[src/rtl/taillight_pkg.sv]
// Shared types and lamp patterns for the Thunderbird-style taillight sequencer.
package taillight_pkg;

    typedef enum logic [3:0] {
        IDLE,
        L1,
        L2,
        L3,
        R1,
        R2,
        R3,
        HAZ_ON,
        HAZ_OFF
    } state_t;

    typedef enum logic [1:0] {
        NONE,
        LEFT,
        RIGHT,
        HAZ
    } req_t;

    localparam logic [2:0] LAMP_OFF = 3'b000;
    localparam logic [2:0] LAMP_1   = 3'b001;
    localparam logic [2:0] LAMP_2   = 3'b011;
    localparam logic [2:0] LAMP_3   = 3'b111;

    function automatic logic [2:0] left_pattern(input state_t s);
        case (s)
            L1:      left_pattern = LAMP_1;
            L2:      left_pattern = LAMP_2;
            L3:      left_pattern = LAMP_3;
            HAZ_ON:  left_pattern = LAMP_3;
            default: left_pattern = LAMP_OFF;
        endcase
    endfunction

    function automatic logic [2:0] right_pattern(input state_t s);
        case (s)
            R1:      right_pattern = LAMP_1;
            R2:      right_pattern = LAMP_2;
            R3:      right_pattern = LAMP_3;
            HAZ_ON:  right_pattern = LAMP_3;
            default: right_pattern = LAMP_OFF;
        endcase
    endfunction

endpackage

[src/rtl/taillight_sequencer_step_tick_gen.sv]
// Step-rate enable generator: one-cycle tick every DIVIDE cycles while running.
module step_tick_gen #(
    parameter int DIVIDE = 1000000,
    parameter int CNT_W  = $clog2(DIVIDE)
) (
    input  logic in_clock,
    input  logic reset,
    input  logic run,
    output logic tick
);

    localparam logic [CNT_W-1:0] LAST = CNT_W'(DIVIDE - 1);

    logic [CNT_W-1:0] count;

    assign tick = (count == LAST);

    // A step that has started always runs to its tick, even if run drops,
    // so a short request glitch still produces exactly one tick.
    always_ff @(posedge in_clock) begin
        if (reset) begin
            count <= '0;
        end else if (tick) begin
            count <= '0;
        end else if (run || (count != '0)) begin
            count <= count + CNT_W'(1);
        end
    end

endmodule

[src/rtl/taillight_sequencer.sv]
// Six-lamp Thunderbird taillight sequencer paced by an internal step tick.
// Optional brake override is enabled with `define TAILLIGHT_BRAKE_EN.
module taillight_sequencer
    import taillight_pkg::*;
#(
    parameter int DIVIDE = 1000000
) (
    input  logic       in_clock,
    input  logic       reset,
    input  logic       left_req,
    input  logic       right_req,
    input  logic       hazard_req,
`ifdef TAILLIGHT_BRAKE_EN
    input  logic       brake_req,
`endif
    output logic [2:0] lamp_l,
    output logic [2:0] lamp_r,
    output logic       step_tick
);

    localparam int CNT_W = $clog2(DIVIDE);

    state_t     state_q;
    state_t     state_d;
    req_t       req;
    logic       run;
    logic [2:0] lamp_l_q;
    logic [2:0] lamp_r_q;

    always_comb begin
        req = NONE;
        if (hazard_req || (left_req && right_req)) begin
            req = HAZ;
        end else if (left_req) begin
            req = LEFT;
        end else if (right_req) begin
            req = RIGHT;
        end
    end

    assign run = !((state_q == IDLE) && (req == NONE));

    step_tick_gen #(
        .DIVIDE (DIVIDE),
        .CNT_W  (CNT_W)
    ) u_tick (
        .in_clock (in_clock),
        .reset    (reset),
        .run      (run),
        .tick     (step_tick)
    );

    always_comb begin
        state_d = state_q;
        if (step_tick) begin
            case (state_q)
                IDLE: begin
                    case (req)
                        LEFT:    state_d = L1;
                        RIGHT:   state_d = R1;
                        HAZ:     state_d = HAZ_ON;
                        default: state_d = IDLE;
                    endcase
                end
                L1:      state_d = (req == HAZ) ? HAZ_ON : (req == LEFT)  ? L2 : IDLE;
                L2:      state_d = (req == HAZ) ? HAZ_ON : (req == LEFT)  ? L3 : IDLE;
                L3:      state_d = (req == HAZ) ? HAZ_ON : IDLE;
                R1:      state_d = (req == HAZ) ? HAZ_ON : (req == RIGHT) ? R2 : IDLE;
                R2:      state_d = (req == HAZ) ? HAZ_ON : (req == RIGHT) ? R3 : IDLE;
                R3:      state_d = (req == HAZ) ? HAZ_ON : IDLE;
                HAZ_ON:  state_d = HAZ_OFF;
                HAZ_OFF: state_d = (req == HAZ) ? HAZ_ON : IDLE;
                default: state_d = IDLE;
            endcase
        end
    end

    // Lamps are registered from the next state so they change on the step edge.
    always_ff @(posedge in_clock) begin
        if (reset) begin
            state_q  <= IDLE;
            lamp_l_q <= LAMP_OFF;
            lamp_r_q <= LAMP_OFF;
        end else begin
            state_q  <= state_d;
            lamp_l_q <= left_pattern(state_d);
            lamp_r_q <= right_pattern(state_d);
        end
    end

`ifdef TAILLIGHT_BRAKE_EN
    logic left_seq;
    logic right_seq;

    assign left_seq  = (state_q == L1) || (state_q == L2) || (state_q == L3);
    assign right_seq = (state_q == R1) || (state_q == R2) || (state_q == R3);

    // Brake lights every side that is not showing a turn sequence.
    assign lamp_l = lamp_l_q | ((brake_req && !left_seq)  ? LAMP_3 : LAMP_OFF);
    assign lamp_r = lamp_r_q | ((brake_req && !right_seq) ? LAMP_3 : LAMP_OFF);
`else
    assign lamp_l = lamp_l_q;
    assign lamp_r = lamp_r_q;
`endif

endmodule
[config.mk]
export PLATFORM = sky130hd
export DESIGN_NAME = taillight_sequencer
export DESIGN_NICKNAME = d
export VERILOG_FILES = /design/src/rtl/taillight_pkg.sv /design/src/rtl/taillight_sequencer_step_tick_gen.sv /design/src/rtl/taillight_sequencer.sv
export SDC_FILE = /design/constraint.sdc
export NUM_CORES = 1
export LEC_CHECK = 0
export ABC_AREA = 1
export CAP_MARGIN = 20
export CORE_MARGIN = 5
export CORE_UTILIZATION = 30
export CTS_CLUSTER_SIZE = 20
export DETAILED_ROUTE_END_ITERATION = 10
export GPL_ROUTABILITY_DRIVEN = 0
export PLACE_DENSITY = 0.57
export SYNTH_ARGS = -nofsm -noshare
export SYNTH_HDL_FRONTEND = slang
export SYNTH_HIERARCHICAL = 1
export SYNTH_SLANG_ARGS = --single-unit
[constraint.sdc]
create_clock -name in_clock -period 1.9 [get_ports in_clock]
set_input_delay 0.285 -clock in_clock [delete_from_list [all_inputs] [get_ports in_clock]]
set_output_delay 0.285 -clock in_clock [all_outputs]
set_load 0.1 [all_outputs]
Word-level counts from Yosys, hierarchy flattened --
Index checks and enable logic that the tools add are counted.
Word-level totals: input bits 5, logic and storage cells 53, register bits after elaboration 30, output and inout bits 7
Operators by class: multiplexer cells 17, reductions and logical operators 12, add/sub/neg operators 1, equality and inequality tests 19
Operator list (number):
- $eq A4 B3 Y1 const B | 8
- $pmux W4 S7 | 1
- $pmux W3 S3 | 3
- $mux W3 | 7
- $add A20 B1 Y20 const B | 1
- $eq A20 B20 Y1 const B | 1
- $reduce_bool A20 Y1 | 1
- $eq A4 B2 Y1 const B | 4
- $mux W2 | 5
- $eq A4 B1 Y1 const B | 2
- $reduce_or A2 Y1 | 3
- $eq A2 B2 Y1 const B | 2
- $eq A4 B4 Y1 const B | 1
- $logic_not A4 Y1 | 1
- $mux W4 | 1
- $reduce_or A3 Y1 | 1
- $eq A2 B1 Y1 const B | 1
- $logic_and A1 B1 Y1 | 2
- $logic_not A2 Y1 | 1
- $logic_or A1 B1 Y1 | 2
- $logic_not A1 Y1 | 1

Logic depth before layout (Yosys ltp) --
depth after elaboration 11, mapped depth 14, mapped depth without buffers 14

By module --
Netlist, hierarchy kept.
By module, submodules not included:
- step_tick_gen | sequential area each 400.4 um^2, cells each 195, area each 1253.7 um^2, times used 1
- taillight_sequencer | sequential area each 200.2 um^2, cells each 92, area each 586.8 um^2, times used 1

Worst setup path before layout --
Ideal clock, no wire load.
path kind register -> register, start register u_tick.count[0], end register lamp_l_q[0], in the netlist lamp_l[0], clock period less this slack 2409 ps, path buffers 0, setup time 114 ps, cell stages (with the launch flop) 15, data required time 1786 ps, arrival 2296 ps, path slack -509 ps, cell sequence dfxtp_1 ha_1 nand2_2 inv_1 nand2_2 inv_2 nand3_2 inv_1 nand2_1 nor2_4 nand2_2 nand2_2 nand2_1 nand3_1 nand2_1
On the way: word-level cells in the longest chain between the ends 5, elaborated cells on any way between the ends 8, those cells by class eq/ne: 5; mux: 2; reduce/logical: 1
Ends and longest elaborated chain:
- start, declared | line taillight_sequencer_step_tick_gen.sv:14 | logic [CNT_W-1:0] count;
- start signal, assigned | line taillight_sequencer_step_tick_gen.sv:26 | count <= count + CNT_W'(1);
- $eq A20 B20 Y1 * | line taillight_sequencer_step_tick_gen.sv:16 | assign tick = (count == LAST);
- named net step_tick | line taillight_sequencer.sv:18 | output logic step_tick
- $mux W4 * | line taillight_sequencer.sv:55 | if (step_tick) begin
- $eq A4 B3 Y1 or $eq A4 B2 Y1 (tied branches) | line taillight_pkg.sv:29 | case (s)
- $reduce_or A2 Y1 (no line)
- $pmux W3 S3 * | line taillight_pkg.sv:29
- end signal, assigned | line taillight_sequencer.sv:86 | lamp_l_q <= left_pattern(state_d);
- end, declared | line taillight_sequencer.sv:27 | logic [2:0] lamp_l_q;
Mark *: on every way through the listed nets, which the timed path passes. The rest lies on a longest branch. A chain may end at the register's enable or synchronous reset.

Final worst setup path --
start register u_tick.count[1], end output step_tick
On the way: word-level cells in the longest chain between the ends 1
Ends and longest elaborated chain (line):
- $eq A20 B20 Y1 | taillight_sequencer_step_tick_gen.sv:16
- end, declared | taillight_sequencer.sv:18
No other way between the ends.

==> out/metrics.cfg <==
[status]
status=completed

[worst_setup_path]
start_kind=flop
critical_path_required_ns=1.62
crit_path_top_delay_cell=dfxtp_4
path_buf_inv=5
cp-end-kind=output pin
cpPeakStageDelay_ns=0.36
worstPathArrival_ns=1.54
critical-path-top-delay-family=buffers and inverters
crit_chain=ha_4, nand2_4, inv_2, nand2_4, inv_2, nand3_4, clkinvlp_4, buf_6, buf_12
crit_type=flop to output pin
crit_fanout=4

[cells_and_area]
final_area_um2=2370
nets=332
fill_cells=631
area_delta_synth_final_pct=29.0
antenna_cells=0
drive_gt1_share_pct=29.0
multi_input_area_um2=1160
seqCellArea_um2=613

[timing]
finalHoldViolCount=0
setup_violations=0
finalMaxSlewViolations=0
fin_skew_ns=0.00674
rsz0062_at_grt=no
period_minus_slack_ns=1.82
relSlewSlack_pct=73.8
fin_setup_tns_ns=0
period_share_pct=96.0
fmax_ghz=0.548
worstMarginPinSlew_ns=0.391

[synth]
ys_seq_area_share_pct=32.6
avgSynthCellArea_um2=6.41
ys_types=26
synth_ff_type=dfxtp_1
synth_common_cells=67 x nand2_1, 57 x nor2_1, 33 x inv_1, 30 x dfxtp_1, 26 x nand3_1
synth_most_common_cell=nand2_1
netlist_top_cells_area=dfxtp_1 33%, nand2_1 14%, nor2_1 12%
synth_largest_area_cell=dfxtp_1
synth_nets=294
syn_area_um2=1840
ys_seq_elements=30
ys_warn_count=6
synthArstFlopShare_pct=0
synth_cells=287
synth_top_area_share_pct=32.6
synth_edf_count=0

[drt]
firstDrtPassIters=4
wire_per_inst_um=10.5
ant_nets=0
drt_wl_total_um=4180
via_per_inst=4.42
drc=0
drtIter0Drc=77
vias=1763

[place]
hpwl_um=3200
portBuffers=11
placed_area_um2=2170

[floorplan]
start_util_pct=30.9
die-area_um2=7800
placementRows=28
die_x_um=88.3
core_um2=5960
die_y_um=88.3
boundaryPins=12

[pwr]
ir_worst_vdd_v=0.000358
total_power_uw=1250
power_density_nw_per_um2=528
leakage_uw=0.00105

[clock_tree]
root_buffer=clkbuf_8
ctsHoldBuffers=0
insertion_delay_ns=0.28
cts_sinks=30
clk_pin_slew_ns=0.06
cts_inserted_buffers=5
cts_buffer_depth=2
cts_tree=built
htree_levels=2

[min_path]
hold_path.class=flop to flop

[global_route]
grt_pass1_wl_um=7290
grt_pass1_vias=1632
grt_start_max_net_pins=11
grt-ovfl-total=0
grt_usage_pct=11.9
antenna_found_initial=0

[flow_run]
cap_violations=0

-- worst min-delay path: stages, from the launching register on --
cell and delay (ns):
dfxtp_1 0.33, nand2_1 0.07, a21oi_1 0.06
-- per-stage QoR --
stage          hold WS [ns]  util (%)  setup slack, ns  instances
6_report              0.502      39.9           0.0762        399
5_1_grt               0.536      39.9          0.00470        399
4_1_cts               0.499      38.1         0.000948        391
3_5_place_dp          0.487      36.4           0.0290        384
3_3_place_gp          0.488      36.4           0.0877        384
2_1_floorplan         0.354         -           -0.190        287
-- area by class of cell --
class	instances	share of cell area (%)
Multi-Input combinational cell	216	49.1
Sequential cell	30	25.8
Timing Repair Buffer	32	11.2
Inverter	40	6.48
Tap cell	75	3.95
Clock buffer	6	3.48
-- registers in the layout, summed over array words and instances (netlist names) --
register      flops
lamp_l            3
u_tick/count     20
state_q           4
lamp_r            3
-- cell usage in the layout (no fill, tap or decap), types with 6 or more instances in the layout --
master and instances:
nand2_1 67, inv_2 7, nor2_1 49, nand2_2 10, a21oi_1 11, dfxtp_1 24, clkbuf_8 6, nor2_4 9
nand3_2 7, nand3_1 24, inv_1 31, nor2_2 11, buf_4 26
-- metal layers --
metal	wire length, µm	part of all wire [%]	vias up	global-route usage, %
met3	157	3.8	5	3.35
met1	2040	49	773	15.5
li1	-	-	963	-
met5	0	0	-	0
met4	51	1.2	0	3.30
met2	1940	46	22	19.4
-- power by group --
| part | internal [µW] | switching, µW |
|---|---|---|
| Combinational | 43.8 | 52.1 |
| Sequential | 639 | 12.4 |
| Clock | 279 | 228 |
-- cell families after synthesis --
group                      Yosys count  synth area share [%]
buffers and inverters               41                  8.43
adders and majority gates            2                  1.36
and+or+nand+nor                    192                  49.8
xor gates and xnor gates             3                  1.43
DFF                                 30                  32.6
AOI/OAI and AO/OA                   19                  6.32
-- timing repair --
item                                   CTS  global route
setup buffers                            1             8
pin swaps                                0             6
endpoints found under the hold margin    0             0
gates resized for setup                  4            14
setup endpoints to repair                1             7
-- path summary, 6_finish.rpt --
| kind | startpoint | cells after the start | slack, ns | endpoint |
|---|---|---|---|---|
| max | u_tick/count[1] | 9 | 0.08 | step_tick |
| min | u_tick/count[3] | 2 | 0.50 | u_tick/count[3] |
| max reg2reg | u_tick/count[1] | 14 | 0.09 | lamp_r[1] |
| min reg2reg | u_tick/count[3] | 2 | 0.50 | u_tick/count[3] |
No activity file was read; power rests on OpenSTA's default activity.
==> RTL edit: new RTL, config.mk and constraints unchanged <==
Add a define of `TAILLIGHT_BRAKE_EN`.
--- a/src/rtl/taillight_sequencer.sv
+++ b/src/rtl/taillight_sequencer.sv
@@ -1,5 +1,7 @@
 // Six-lamp Thunderbird taillight sequencer paced by an internal step tick.
 // Optional brake override is enabled with `define TAILLIGHT_BRAKE_EN.
+`define TAILLIGHT_BRAKE_EN
+
 module taillight_sequencer
     import taillight_pkg::*;
 #(
Ports: changed (added brake_req); port bits go from 12 to 13. No check against the original RTL was run, so the function may have changed too.
==> RTL edit against the original RTL <==
- hold slack worse by 0.0071 ns
- area after synthesis up 4.4%
- total power up 9.2%
- maximum frequency up 0.82%
- count of clock-buffer cells in the layout unchanged
- sequential cell count unchanged
- global-route usage down 0.94 points
- cell area up 4.4%
- setup slack better by 0.015 ns
- die area up 3.9%
- clock skew up 0.00070 ns
- routed wire length up 5.6%
- critical path type unchanged
- largest cell class unchanged
- largest power group unchanged
==> RTL edit: results (changes against the original RTL) <==
metric	value	unit	change
outcome	completed		unchanged
Buffers on Ports	12		was 11
number of cells on the worst reg-to-reg path	13		was 14
Synth top cells by count	nand2_1, nor2_1, inv_1, dfxtp_1, nand3_1		unchanged
first-pass GRT wire length	7.50	mm	was 7.29 mm
r2r startpoint	u_tick/count[7]$_SDFFE_PP0P_		was u_tick/count[1]$_SDFFE_PP0P_
pin count of the biggest net entering global routing	11		unchanged
Max Buffers Root-to-Sink	2		unchanged
maximum VDD drop	0.000313	V	was 0.000358 V
Sw Ratio	27.4	%	was 23.3%
RR Endpoint	lamp_l_q[0]$_SDFF_PP0_		was lamp_r[1]$_SDFF_PP0_
dpl cell area	2330	µm²	was 2170 µm²
CTS Root Cell	clkbuf_8		unchanged
antenna violations before repair	0		unchanged
Routed WL	4.42	mm	was 4.18 mm
Regs by FF count	u_tick/count x20, state_q x4		unchanged
layout cell share with drive strength beyond 1	23.3	%	was 29.0%
critical path fanouts, max	6		was 4
number of global-route vias before repair	1675		was 1632
Num CTS Buffers	5		unchanged
Hold Crit Class	reg -> reg		unchanged
final setup fails	0		unchanged
fraction of registers with async set/reset	0	%	unchanged
Worst Tran Pin Value	0.291	ns	was 0.391 ns
overall routing resource usage	11.0	%	was 11.9%
H-tree Lvls	2		unchanged
final net count	355		was 332
DRT iter0 DRCs	74		was 77
Clk pin slew, worst setup/hold paths	0.06	ns	about the same
distinct cell type count after synthesis	24		was 26
ranking of synthesized cells by area	dfxtp_1, nand2_1, nor2_1, inv_1, nand3_1		was dfxtp_1, nand2_1, nor2_1, nand3_1, inv_1
Via density	4.57		was 4.42
worst endpoint data arrival time	1.52	ns	was 1.54 ns
Yosys warning count	6		unchanged
crit path to	step_tick		unchanged
CP startpoint	u_tick/count[7]$_SDFFE_PP0P_		was u_tick/count[1]$_SDFFE_PP0P_
diode count	0		unchanged
DP HPWL	3.47	mm	was 3.20 mm
clk_lat worst skew	0.28	ns	about the same
P_leak	1.13	nW	was 1.05 nW
sequential share of the synthesized area	31.3	%	was 32.6%
Hold Worst Slack	0.495	ns	was 0.502 ns
hold path startpoint	u_tick/count[3]$_SDFFE_PP0P_		unchanged
Post-Route Skew	0.00744	ns	was 0.00674 ns
reg-to-reg slack, setup	0.09	ns	
Initial DRT Pass Iterations	5		was 4
syn nets	323		was 294
==> RTL edit: changes by cell type in the layout (fill, tap and decap cells not counted), moves of 2 or more <==
cell,delta
buf_4,-12
buf_12,+6
dfxtp_1,+2
nand3_2,-2
inv_1,+8
nor2_4,-3
nand2_1,+13
dfxtp_2,-2
nand3_1,+3
nor2_2,-4
inv_2,+2
nor2_1,+10
==> RTL edit: power groups by stage <==
stage          Sequential, W  Clock [W]  Combinational, W
5_1_grt             0.000651   0.000599          0.000190
3_5_place_dp        0.000664          0          0.000175
6_report            0.000650   0.000544          0.000174
4_1_cts             0.000650   0.000572          0.000176
3_3_place_gp        0.000664          0          0.000173
2_1_floorplan       0.000663          0          0.000116
==> RTL edit: worst min-delay path by stage <==
stage	to	cells after the start
2_1_floorplan	state_q[3]$_SDFF_PP0_	1
4_1_cts	u_tick/count[3]$_SDFFE_PP0P_	2
5_1_grt	u_tick/count[3]$_SDFFE_PP0P_	2
3_3_place_gp	u_tick/count[3]$_SDFFE_PP0P_	2
6_report	u_tick/count[3]$_SDFFE_PP0P_	2
3_5_place_dp	u_tick/count[3]$_SDFFE_PP0P_	2
==> RTL edit: repair_timing <==
action,CTS,global route
pin swaps,0,0
resized for setup,3,9
buffers inserted,0,4
endpoints found under the setup margin,3,7
==> RTL edit: logic make-up after synthesis <==
| kind of cell | count (synthesis) | synth area share [%] |
|---|---|---|
| flops | 30 | 31.3 |
| xor+xnor | 3 | 1.37 |
| simple gates | 210 | 50.3 |
| compound gates | 19 | 5.73 |
| buf+inv | 51 | 10.0 |
| fa+ha+maj | 2 | 1.30 |
==> RTL edit: cell type report <==
type / instances / area (µm²)
Fill cell: 662 / 3800
Multi-Input combinational cell: 234 / 1190
Sequential cell: 30 / 611
Timing Repair Buffer: 26 / 295
Inverter: 50 / 191
Tap cell: 77 / 96.3
Clock buffer: 6 / 82.6
Clock inverter: 2 / 12.5
==> RTL edit: per-layer routing <==
layer  GRT usage, %  part of all wire, %
met2           18.0                   48
met3           3.42                  4.6
met1           13.6                   46
met4           3.72                  1.3
met5              0                    0
==> RTL edit: metrics by stage <==
step | cells | util, % | setup slack [ns] | power, W
after floorplan | 315 | - | -0.220 | 0.000779
after global placement | 413 | 37.1 | 0.00163 | 0.000837
after detailed placement | 413 | 37.1 | 0.0195 | 0.000840
after CTS | 421 | 38.6 | 0.0174 | 0.00140
after global routing | 425 | 39.5 | -0.0690 | 0.00144
final | 425 | 39.5 | 0.0910 | 0.00137
==> RTL edit: worst max-delay path, cell delays in order, from the launching register on <==
cell,delay [ns]
dfxtp_1,0.39
nor2_4,0.15
nand3_1,0.13
nor2_2,0.15
nand3_4,0.10
clkinvlp_4,0.14
buf_12,0.18
